--- src/rtl/uart_pkg.sv ---
// uart_pkg: definitions shared by the UART transmit scheduler, its round-robin
// arbiter and the UART block itself.
//   - state encoding for the scheduler FSM (IDLE/WRITE/WAIT/DONE)
//   - UART_PARITY codes understood by the transmitter
//   - done_kind encoding reported at the end of a frame
package uart_pkg;

  localparam logic [1:0] ST_ENC_IDLE  = 2'd0;
  localparam logic [1:0] ST_ENC_WRITE = 2'd1;
  localparam logic [1:0] ST_ENC_WAIT  = 2'd2;
  localparam logic [1:0] ST_ENC_DONE  = 2'd3;

  typedef enum logic [1:0] {
    ST_IDLE  = ST_ENC_IDLE,
    ST_WRITE = ST_ENC_WRITE,
    ST_WAIT  = ST_ENC_WAIT,
    ST_DONE  = ST_ENC_DONE
  } state_t;

  // Parity codes driven on UART_PARITY; 2'b11 is reserved by the UART block.
  localparam logic [1:0] PARITY_NONE = 2'b00;
  localparam logic [1:0] PARITY_ODD  = 2'b01;
  localparam logic [1:0] PARITY_EVEN = 2'b10;

  typedef enum logic {
    DONE_OK      = 1'b0,
    DONE_TIMEOUT = 1'b1
  } done_kind_t;

  // True when the code is one the transmitter implements.
  function automatic logic parity_known(input logic [1:0] p);
    logic ok;
    case (p)
      PARITY_NONE: ok = 1'b1;
      PARITY_ODD:  ok = 1'b1;
      PARITY_EVEN: ok = 1'b1;
      default:     ok = 1'b0;
    endcase
    return ok;
  endfunction

endpackage

--- src/rtl/uart_rr_arbiter.sv ---
// uart_rr_arbiter: combinational round-robin picker.
// The search starts at i_last_grant+1 and wraps modulo N_REQ; the first valid
// requester found is the winner. Reusable by an Rx-side dispatcher.
// Ports:
//   i_req_valid   [N_REQ-1:0]  request vector
//   i_last_grant  [IDW-1:0]    index granted last time
//   o_winner      [IDW-1:0]    selected index (0 when nothing is valid)
//   o_any_valid                at least one request is valid
module uart_rr_arbiter
  import uart_pkg::*;
#(
  parameter  int N_REQ = 4,
  localparam int IDW   = $clog2(N_REQ)
) (
  input  logic [N_REQ-1:0] i_req_valid,
  input  logic [IDW-1:0]   i_last_grant,
  output logic [IDW-1:0]   o_winner,
  output logic             o_any_valid
);

  int             w_idx;
  logic [IDW-1:0] w_sel;

  // Walk from the farthest offset down to the nearest so that the requester
  // closest after last_grant is the one left in o_winner.
  always_comb begin
    o_winner = '0;
    w_idx    = 0;
    w_sel    = '0;
    for (int off = N_REQ; off > 0; off--) begin
      w_idx = int'(i_last_grant) + off;
      if (w_idx >= N_REQ) begin
        w_idx = w_idx - N_REQ;
      end else begin
        w_idx = w_idx;
      end
      w_sel = IDW'(w_idx);
      if (i_req_valid[w_sel]) begin
        o_winner = w_sel;
      end else begin
        o_winner = o_winner;
      end
    end
  end

  assign o_any_valid = |i_req_valid;

endmodule

--- src/rtl/uart_tx_scheduler.sv ---
// uart_tx_scheduler: shares one UART transmitter among N_REQ requesters.
// A round-robin winner's byte and frame settings are latched, UART_WRITE is
// held for WRITE_HOLD cycles, then the end-of-frame IRQ_Tx is awaited for at
// most TIMEOUT cycles; completion or timeout is pulsed back with grant_id.
// Ports:
//   clk_CPU, RST (sync, active-high), EN (gates new grants only)
//   req_valid/req_data/req_bits/req_parity : per-requester request bundle
//   req_ready   : one-hot accept pulse
//   UART_WRITE, DATA_IN_Tx, UART_BITS, UART_PARITY : to UART; IRQ_Tx from UART
//   busy, grant_id, tx_done, tx_timeout : status
// All outputs are registered.
module uart_tx_scheduler
  import uart_pkg::*;
#(
  parameter int N_REQ      = 4,
  parameter int WRITE_HOLD = 16,
  parameter int TIMEOUT    = 65535
) (
  input  logic                       clk_CPU,
  input  logic                       RST,
  input  logic                       EN,
  input  logic [N_REQ-1:0]           req_valid,
  input  logic [8*N_REQ-1:0]         req_data,
  input  logic [N_REQ-1:0]           req_bits,
  input  logic [2*N_REQ-1:0]         req_parity,
  output logic [N_REQ-1:0]           req_ready,
  output logic                       UART_WRITE,
  output logic [7:0]                 DATA_IN_Tx,
  output logic                       UART_BITS,
  output logic [1:0]                 UART_PARITY,
  input  logic                       IRQ_Tx,
  output logic                       busy,
  output logic [$clog2(N_REQ)-1:0]   grant_id,
  output logic                       tx_done,
  output logic                       tx_timeout
);

  localparam int IDW = $clog2(N_REQ);
  localparam int HCW = (WRITE_HOLD > 1) ? $clog2(WRITE_HOLD) : 1;
  localparam int WCW = $clog2(TIMEOUT);

  localparam logic [HCW-1:0]   HOLD_LAST = HCW'(WRITE_HOLD - 1);
  localparam logic [HCW-1:0]   HOLD_ONE  = HCW'(1);
  localparam logic [WCW-1:0]   WAIT_LAST = WCW'(TIMEOUT - 1);
  localparam logic [WCW-1:0]   WAIT_ONE  = WCW'(1);
  localparam logic [IDW-1:0]   LAST_RST  = IDW'(N_REQ - 1);
  localparam logic [N_REQ-1:0] REQ_ONE   = N_REQ'(1);

  state_t         r_state;
  state_t         w_state_nxt;
  done_kind_t     w_kind_nxt;

  logic [HCW-1:0] r_hold_cnt;
  logic [WCW-1:0] r_wait_cnt;
  logic [IDW-1:0] r_last_grant;
  logic [IDW-1:0] w_winner;
  logic           w_any_valid;
  logic           w_grant;

  logic [N_REQ-1:0] r_req_ready;
  logic             r_uart_write;
  logic [7:0]       r_data;
  logic             r_bits;
  logic [1:0]       r_parity;
  logic             r_busy;
  logic [IDW-1:0]   r_grant_id;
  logic             r_tx_done;
  logic             r_tx_timeout;

  logic [7:0]       w_win_data;
  logic             w_win_bits;
  logic [1:0]       w_win_parity;

  uart_rr_arbiter #(
    .N_REQ (N_REQ)
  ) u_arb (
    .i_req_valid  (req_valid),
    .i_last_grant (r_last_grant),
    .o_winner     (w_winner),
    .o_any_valid  (w_any_valid)
  );

  assign w_grant      = (r_state == ST_IDLE) && EN && w_any_valid;
  assign w_win_data   = req_data[{w_winner, 3'b000} +: 8];
  assign w_win_bits   = req_bits[w_winner];
  assign w_win_parity = req_parity[{w_winner, 1'b0} +: 2];

  // FSM state register.
  always_ff @(posedge clk_CPU) begin
    if (RST) begin
      r_state <= ST_IDLE;
    end else begin
      r_state <= w_state_nxt;
    end
  end

  // Next-state logic; IRQ_Tx takes priority over the terminal wait count.
  always_comb begin
    w_state_nxt = r_state;
    w_kind_nxt  = DONE_OK;
    case (r_state)
      ST_IDLE: begin
        if (w_grant) begin
          w_state_nxt = ST_WRITE;
        end else begin
          w_state_nxt = ST_IDLE;
        end
      end
      ST_WRITE: begin
        if (r_hold_cnt == HOLD_LAST) begin
          w_state_nxt = ST_WAIT;
        end else begin
          w_state_nxt = ST_WRITE;
        end
      end
      ST_WAIT: begin
        if (IRQ_Tx) begin
          w_state_nxt = ST_DONE;
          w_kind_nxt  = DONE_OK;
        end else if (r_wait_cnt == WAIT_LAST) begin
          w_state_nxt = ST_DONE;
          w_kind_nxt  = DONE_TIMEOUT;
        end else begin
          w_state_nxt = ST_WAIT;
        end
      end
      ST_DONE: w_state_nxt = ST_IDLE;
      default: w_state_nxt = ST_IDLE;
    endcase
  end

  // Counters, grant capture and output registers (driven from next state so
  // that the outputs line up with the state they describe).
  always_ff @(posedge clk_CPU) begin
    if (RST) begin
      r_hold_cnt   <= '0;
      r_wait_cnt   <= '0;
      r_last_grant <= LAST_RST;
      r_req_ready  <= '0;
      r_uart_write <= 1'b0;
      r_data       <= 8'h00;
      r_bits       <= 1'b0;
      r_parity     <= PARITY_NONE;
      r_busy       <= 1'b0;
      r_grant_id   <= '0;
      r_tx_done    <= 1'b0;
      r_tx_timeout <= 1'b0;
    end else begin
      if (w_grant) begin
        r_data       <= w_win_data;
        r_bits       <= w_win_bits;
        r_parity     <= w_win_parity;
        r_grant_id   <= w_winner;
        r_last_grant <= w_winner;
        r_req_ready  <= REQ_ONE << w_winner;
      end else begin
        r_req_ready  <= '0;
      end

      if ((r_state == ST_WRITE) && (w_state_nxt == ST_WRITE)) begin
        r_hold_cnt <= r_hold_cnt + HOLD_ONE;
      end else begin
        r_hold_cnt <= '0;
      end

      if ((r_state == ST_WAIT) && (w_state_nxt == ST_WAIT)) begin
        r_wait_cnt <= r_wait_cnt + WAIT_ONE;
      end else begin
        r_wait_cnt <= '0;
      end

      r_uart_write <= (w_state_nxt == ST_WRITE);
      r_busy       <= (w_state_nxt != ST_IDLE);
      r_tx_done    <= (w_state_nxt == ST_DONE) && (w_kind_nxt == DONE_OK);
      r_tx_timeout <= (w_state_nxt == ST_DONE) && (w_kind_nxt == DONE_TIMEOUT);
    end
  end

  assign req_ready   = r_req_ready;
  assign UART_WRITE  = r_uart_write;
  assign DATA_IN_Tx  = r_data;
  assign UART_BITS   = r_bits;
  assign UART_PARITY = r_parity;
  assign busy        = r_busy;
  assign grant_id    = r_grant_id;
  assign tx_done     = r_tx_done;
  assign tx_timeout  = r_tx_timeout;

endmodule

--- config.mk ---
export PLATFORM = sky130hd
export DESIGN_NAME = uart_tx_scheduler
export DESIGN_NICKNAME = d
export VERILOG_FILES = /design/src/rtl/uart_pkg.sv /design/src/rtl/uart_rr_arbiter.sv /design/src/rtl/uart_tx_scheduler.sv
export SDC_FILE = /design/constraint.sdc
export NUM_CORES = 1
export LEC_CHECK = 0
export CAP_MARGIN = 20
export CORE_ASPECT_RATIO = 1.5
export CORE_MARGIN = 3
export CORE_UTILIZATION = 40
export CTS_CLUSTER_DIAMETER = 50
export DETAILED_ROUTE_END_ITERATION = 10
export PLACE_DENSITY = 0.72
export SYNTH_ARGS = -nofsm -noshare
export SYNTH_HDL_FRONTEND = slang
export SYNTH_HIERARCHICAL = 1
export SYNTH_SLANG_ARGS = --single-unit
--- constraint.sdc ---
create_clock -name clk_CPU -period 4.5 [get_ports clk_CPU]
set_clock_uncertainty 0.2 [all_clocks]
set_input_delay 0.9 -clock clk_CPU [delete_from_list [all_inputs] [get_ports clk_CPU]]
set_output_delay 0.9 -clock clk_CPU [all_outputs]
set_load 0.02 [all_outputs]
==> results.sh <==
export IMPL_cp_end_kind="flop"
export IMPL_syn_cell_area_mm2=0.00210
export IMPL_fin_crit_ns=3.15
export IMPL_clockRootBuffer="clkbuf_8"
export IMPL_path_class="in2reg"
export IMPL_seq_area_frac_synth=0.430
export IMPL_cts_path_max_buffers=2
export IMPL_htree_levels=2
export IMPL_ant_nets=0
export IMPL_area_growth_pct=42.5
export IMPL_n_antenna_cell=0
export IMPL_ios=73
export IMPL_status="finished clean"
export IMPL_worstMarginPinSlew_ns=0.963
export IMPL_hold_viol_final=0
export IMPL_grt_usage=0.160
export IMPL_use_met1=0.166
export IMPL_cts_tree="done"
export IMPL_postSynth_asyncResetShare=0
export IMPL_die_h_um=94.7
export IMPL_drv_slew=0
export IMPL_vias_per_cell=5.05
export IMPL_nFillCells=444
export IMPL_setup_viol=0
export IMPL_dieArea_mm2=0.00617
export IMPL_grt_pass1_wl_mm=7.77
export IMPL_finalNonFillerCells=355
export IMPL_critical_path_top_delay_family="compound AO/OA/AOI/OAI gates"
export IMPL_critPathSlowestCell="o221ai_2"
export IMPL_ys_ff_latch=45
export IMPL_routed_wl_mm=4.52
export IMPL_peakVddDrop_uv=178
export IMPL_drc_errors=0
export IMPL_clkPwrFrac=0.370
export IMPL_whs_ns=0.251
export IMPL_pwr_share_comb=0.198
export IMPL_crit_buf_inv=1
export IMPL_power_density_mw_per_mm2=331
export IMPL_portBuffers=72
export IMPL_overflow=0
export IMPL_post_cts_buffers=0
export IMPL_clock_sinks=45
export IMPL_design_area_mm2=0.00299
export IMPL_syn_avg_cell_area_um2=9.58
export IMPL_crit_fanout=12
export IMPL_required_ns=4.48
export IMPL_yosysUniqueCellTypes=39
export IMPL_path_cells="clkdlybuf4s50_1 > and2b_1 > a21oi_2 > o221ai_2 > mux4_2 > nand2_1 > a21oi_1"
export IMPL_vias=1791
export IMPL_wl_per_cell_um=12.7
export IMPL_hpwlAfterDp_mm=3.46
export IMPL_numCtsBuffers=5
export IMPL_rsz0062_at_grt="no"
export IMPL_synth_edf_count=0
export IMPL_slowest_delay_ns=0.73
export IMPL_grt_pass1_vias=1811
export IMPL_drt_iter0_markers=69
export IMPL_slew_headroom=0.358
export IMPL_gp_congestion=0.767
export IMPL_start_util=0.422
export IMPL_arrival_ns=3.13
export IMPL_totalNegativeSetupSlack_ns=0
export IMPL_fmaxAchievable_ghz=0.318
export IMPL_design_core_area_mm2=0.00496
export IMPL_syn_inst=219
export IMPL_busiest_layer="met2"
export IMPL_die_width_um=65.1
export IMPL_p_total_uw=988
export IMPL_p_sw_frac=0.236
export IMPL_firstDrtPassIters=4
export IMPL_globalRouteMet2Util=0.299
export IMPL_cts_resized=0
export IMPL_grt_antenna_before_repair=0
export IMPL_period_share=0.700
export IMPL_rows=31
export IMPL_leakage_uw=0.00103
export IMPL_holdBufCountCts=0
export IMPL_internal_power_uw=755
export IMPL_dp_cells=347
export IMPL_fin_nets=343
export IMPL_use_met3=0.0500
export IMPL_drive_above_1_share=0.0969
export IMPL_max_cap_violations=0
export IMPL_yosys_warnings=6
export IMPL_cts_reportedPaths_clkPinSlew_ns=0.09
export IMPL_clkLatencyLatePin_ns=0.30
export IMPL_synth_ff_type="dfxtp_1"
export IMPL_p_sw_uw=233
export IMPL_placed_area_mm2=0.00285
export IMPL_syn_nets=274
export IMPL_cp_start_kind="input port"
export IMPL_grt_max_degree=27
export IMPL_share_seq_of_total_power=0.433
export IMPL_worst_hold_path_type="reg2reg"
## power groups by stage
stage          Clock [µW]  Sequential [µW]  Combinational, µW
4_1_cts               371              428                199
2_1_floorplan           0              454               91.4
5_1_grt               390              430                211
6_report              365              428                195
3_3_place_gp            0              436                195
3_5_place_dp            0              437                198
## per-layer routing
layer	vias to the layer above	routed length [µm]
li1	894	-
met1	835	1740
met2	58	2400
met3	4	327
met4	0	63
met5	-	0
## cell usage in the layout, fill, tap and decap left out, drive strengths merged
cell type	synthesis	routed
nor2b	1	1
or4	1	1
clkbuf	5	5
and4b	1	1
nor4b	3	3
nor3b	1	1
nand2	33	33
and4bb	1	1
xnor2	13	13
nand4bb	1	1
a21oi	19	19
nand2b	5	5
a211oi	1	1
o21a	1	1
and2	1	1
mux2i	1	1
bufinv	0	2
buf	8	3
nor4	6	6
nor3	4	4
o221ai	1	1
dfxtp	45	45
o21ai	1	1
nand3	8	8
inv	6	7
nor2	27	27
nand4	4	4
a31oi	2	2
ha	3	3
mux4	11	11
clkdlybuf4s50	0	72
and2b	1	1
xor2	3	3
nand3b	1	1
## worst paths after layout
check,startpoint,to,slack (ns),depth (start not counted)
setup / recovery,req_valid[3],DATA_IN_Tx[2]$_SDFFE_PP0N_,1.35,7
hold / removal,r_hold_cnt[0]$_SDFF_PP0_,r_hold_cnt[0]$_SDFF_PP0_,0.25,1
setup reg to reg,r_last_grant[1]$_SDFFE_PP1N_,DATA_IN_Tx[2]$_SDFFE_PP0N_,2.03,6
hold reg to reg,r_hold_cnt[0]$_SDFF_PP0_,r_hold_cnt[0]$_SDFF_PP0_,0.25,1
## worst register-to-register path, delay by kind of cell, from the launching register on
kind / cells / cell delay, ns
AO/OA/AOI/OAI: 3 / 0.85
multiplexers: 1 / 0.61
flip-flops: 1 / 0.44
AND/OR/NAND/NOR: 2 / 0.25
## Yosys cell counts (4+ instances only)
cell type,number,share of area
dfxtp_1,45,0.43
nand2_1,33,0.059
nor2_1,27,0.048
a21oi_1,18,0.043
xnor2_1,13,0.054
mux4_2,11,0.12
nand3_1,8,0.019
inv_1,6,0.011
clkbuf_1,5,0.0090
nor4_1,5,0.015
buf_2,4,0.0095
nand2b_1,4,0.012
nor3_1,4,0.0095
## through the flow
step            util  setup slack [ns]
2_1_floorplan      -              1.84
3_3_place_gp   0.574              1.05
3_5_place_dp   0.574              1.01
4_1_cts        0.602              1.28
5_1_grt        0.602              1.16
6_report       0.602              1.35
## registers in the layout (all words and copies together) (netlist names)
signal,count
DATA_IN_Tx,8
UART_BITS,1
UART_PARITY,2
UART_WRITE,1
busy,1
grant_id,2
r_hold_cnt,4
r_last_grant,2
r_state,2
r_wait_cnt,16
req_ready,4
tx_done,1
tx_timeout,1
## logic make-up (layout without fill, tap and decap cells)
family / after synthesis / count (layout) / synth area share
adder cells (fa/ha/maj): 3 / 3 / 0.0179
buffers and inverters: 19 / 89 / 0.0453
AO/OA/AOI/OAI: 25 / 25 / 0.0698
flip-flops: 45 / 45 / 0.430
multiplexers: 12 / 12 / 0.123
XOR/XNOR: 16 / 16 / 0.0668
AND/OR/NAND/NOR: 99 / 99 / 0.248
## area by class of cell
cell class	instances	area, µm²	area share
multi-input cells	155	1100	0.369
clock inverters	3	68.8	0.0230
inverters	6	22.5	0.00754
clock buffers	5	68.8	0.0230
well taps	66	82.6	0.0276
repair buffers	75	743	0.249
flip-flops and latches	45	901	0.302
Power figures use the tool's default switching activity.
==> edit (same flow settings) <==
Remove the register `r_tx_timeout`: a continuous assignment takes its place, so the output `tx_timeout` follows one clock earlier.
--- a/src/rtl/uart_tx_scheduler.sv
+++ b/src/rtl/uart_tx_scheduler.sv
@@ -145,5 +145,4 @@
       r_grant_id   <= '0;
       r_tx_done    <= 1'b0;
-      r_tx_timeout <= 1'b0;
     end else begin
       if (w_grant) begin
@@ -173,7 +172,8 @@
       r_busy       <= (w_state_nxt != ST_IDLE);
       r_tx_done    <= (w_state_nxt == ST_DONE) && (w_kind_nxt == DONE_OK);
-      r_tx_timeout <= (w_state_nxt == ST_DONE) && (w_kind_nxt == DONE_TIMEOUT);
     end
   end
+
+  assign r_tx_timeout = (w_state_nxt == ST_DONE) && (w_kind_nxt == DONE_TIMEOUT);
 
   assign req_ready   = r_req_ready;
Behaviour: same outputs for any inputs over 10 cycles, from zero or initial values and one cycle with RST high; that may be too few to reach the edited logic, so the function may still have changed.
==> edit against the original RTL <==
  * Synthesized area down 1.6%
  * Setup slack worse by 470 ps
  * Wire length increased by 9.3%
  * Hold slack better by 2.1 ps
  * Design area is 1.6% lower
  * Sequential cell count is 1 lower
  * Highest routed layer unchanged
  * Critical path depth fell by 3
  * Cell count up 1.4%
  * Core utilization decreased by 0.49 points
  * Power shrank 7.5%
==> edit: results (changes against the original RTL) <==
status complete, no violations (unchanged); metal1 wirelength 2.04 mm (was 1.74 mm); Distinct cells, synth 35 (was 39); Most flops, register r_wait_cnt (unchanged); H-tree Lvls 2 (unchanged); HPWL after DPL 3.83 mm (was 3.46 mm); WL met3 397 µm (was 327 µm); internal power 0.000687 W (was 0.000755 W); Tightest Hold Check Type register to register (unchanged); drt initial violations 51 (was 69); clock latency on the worst-skew pair 300 ps (about the same); vias post-DR 1846 (was 1791); Data arrival, critical path 2520 ps (was 3130 ps); synthesized area per cell 9.25 µm² (was 9.58 µm²); largest net degree at the start of global routing 25 (was 27); met2 GRT Util 0.301 (was 0.299); Yosys warnings 6 (unchanged); power share of the combinational group 0.219 (was 0.198); gr usage total 0.168 (was 0.160); syn nets 278 (was 274); Global Route met3 Usage 0.0659 (was 0.0500); nets@finish 348 (was 343); Placer Congestion 0.821 (was 0.767); leakage 0.994 nW (was 1.03 nW); Via density 5.13 (was 5.05); Max Used Layer met4 (unchanged); WL met2 2.43 mm (was 2.40 mm); first-pass GRT wire length 8.05 mm (was 7.77 mm); post-synthesis sequential area ratio 0.427 (was 0.430); GR Util met1 0.174 (was 0.166); synth cell count leaders 44 x dfxtp_1, 37 x nand2_1, 28 x nor2_1 (was 45 x dfxtp_1, 33 x nand2_1, 27 x nor2_1); measured slew at the worst slew-check pin 777 ps (was 963 ps); clock-pin slew on the worst setup and hold paths 80 ps; Worst VDD drop 0.000196 V (was 0.000178 V); FILL cells 448 (was 444); ranking of synthesized cells by area dfxtp_1 43%, mux4_2 12%, nand2_1 6.7% (was dfxtp_1 43%, mux4_2 12%, nand2_1 5.9%); Detailed Route WL 4.95 mm (was 4.52 mm); max reg flops 16 (unchanged); Async SR Flop Fraction 0 (unchanged); fraction of layout cells with a size suffix above 1 0.0918 (was 0.0969); clk pwr 0.000296 W (was 0.000365 W)
## edit: cell types whose count changed in the layout (fill, tap and decap cells not counted), sizes merged, moves of 2 or more
| cell | change |
|---|---|
| inv | -2 |
| and3 | +2 |
| nand2 | +4 |
| a21oi | +2 |
| nor4b | -3 |
## edit: stage by stage
| stage | total power (W) | hold slack [ps] | worst slack, ps | instance area [µm²] |
|---|---|---|---|---|
| floorplan | 0.000534 | 218 | 1770 | 2060 |
| global placement | 0.000626 | 235 | 1130 | 2830 |
| detailed placement | 0.000629 | 242 | 1130 | 2830 |
| CTS | 0.000927 | 258 | 859 | 2940 |
| global route | 0.000961 | 276 | 729 | 2940 |
| finish | 0.000914 | 253 | 880 | 2940 |
## edit: worst max-delay path, stage by stage, from the launching register on
cell and delay, ps:
dfxtp_1 390, nand3_1 340, or4_1 600, nor4_2 250
clkdlybuf4s50_1 640
## edit: worst paths after layout
check | startpoint | to | slack, ps | depth (start not counted)
worst max-delay path | r_wait_cnt[2] | tx_timeout | 880 | 4
worst min register to register | r_hold_cnt[0] | r_hold_cnt[0] | 250 | 1
worst min-delay path | r_hold_cnt[0] | r_hold_cnt[0] | 250 | 1
worst max register to register | r_last_grant[1] | DATA_IN_Tx[2] | 2350 | 7
## edit: final cells by class
type                            count  area share
Sequential cell                    44       0.300
Clock buffer                        5      0.0234
Clock inverter                      3      0.0145
Inverter                            5     0.00638
Tap cell                           66      0.0281
Timing Repair Buffer               75       0.253
Multi-Input combinational cell    162       0.375
## edit: logic make-up after synthesis
logic type | share of synthesized area
AND/OR/NAND/NOR | 0.254
flip-flops | 0.427
AO/OA/AOI/OAI | 0.0697
buffers and inverters | 0.0382
XOR/XNOR | 0.0679
multiplexers | 0.125
adder cells (fa/ha/maj) | 0.0182
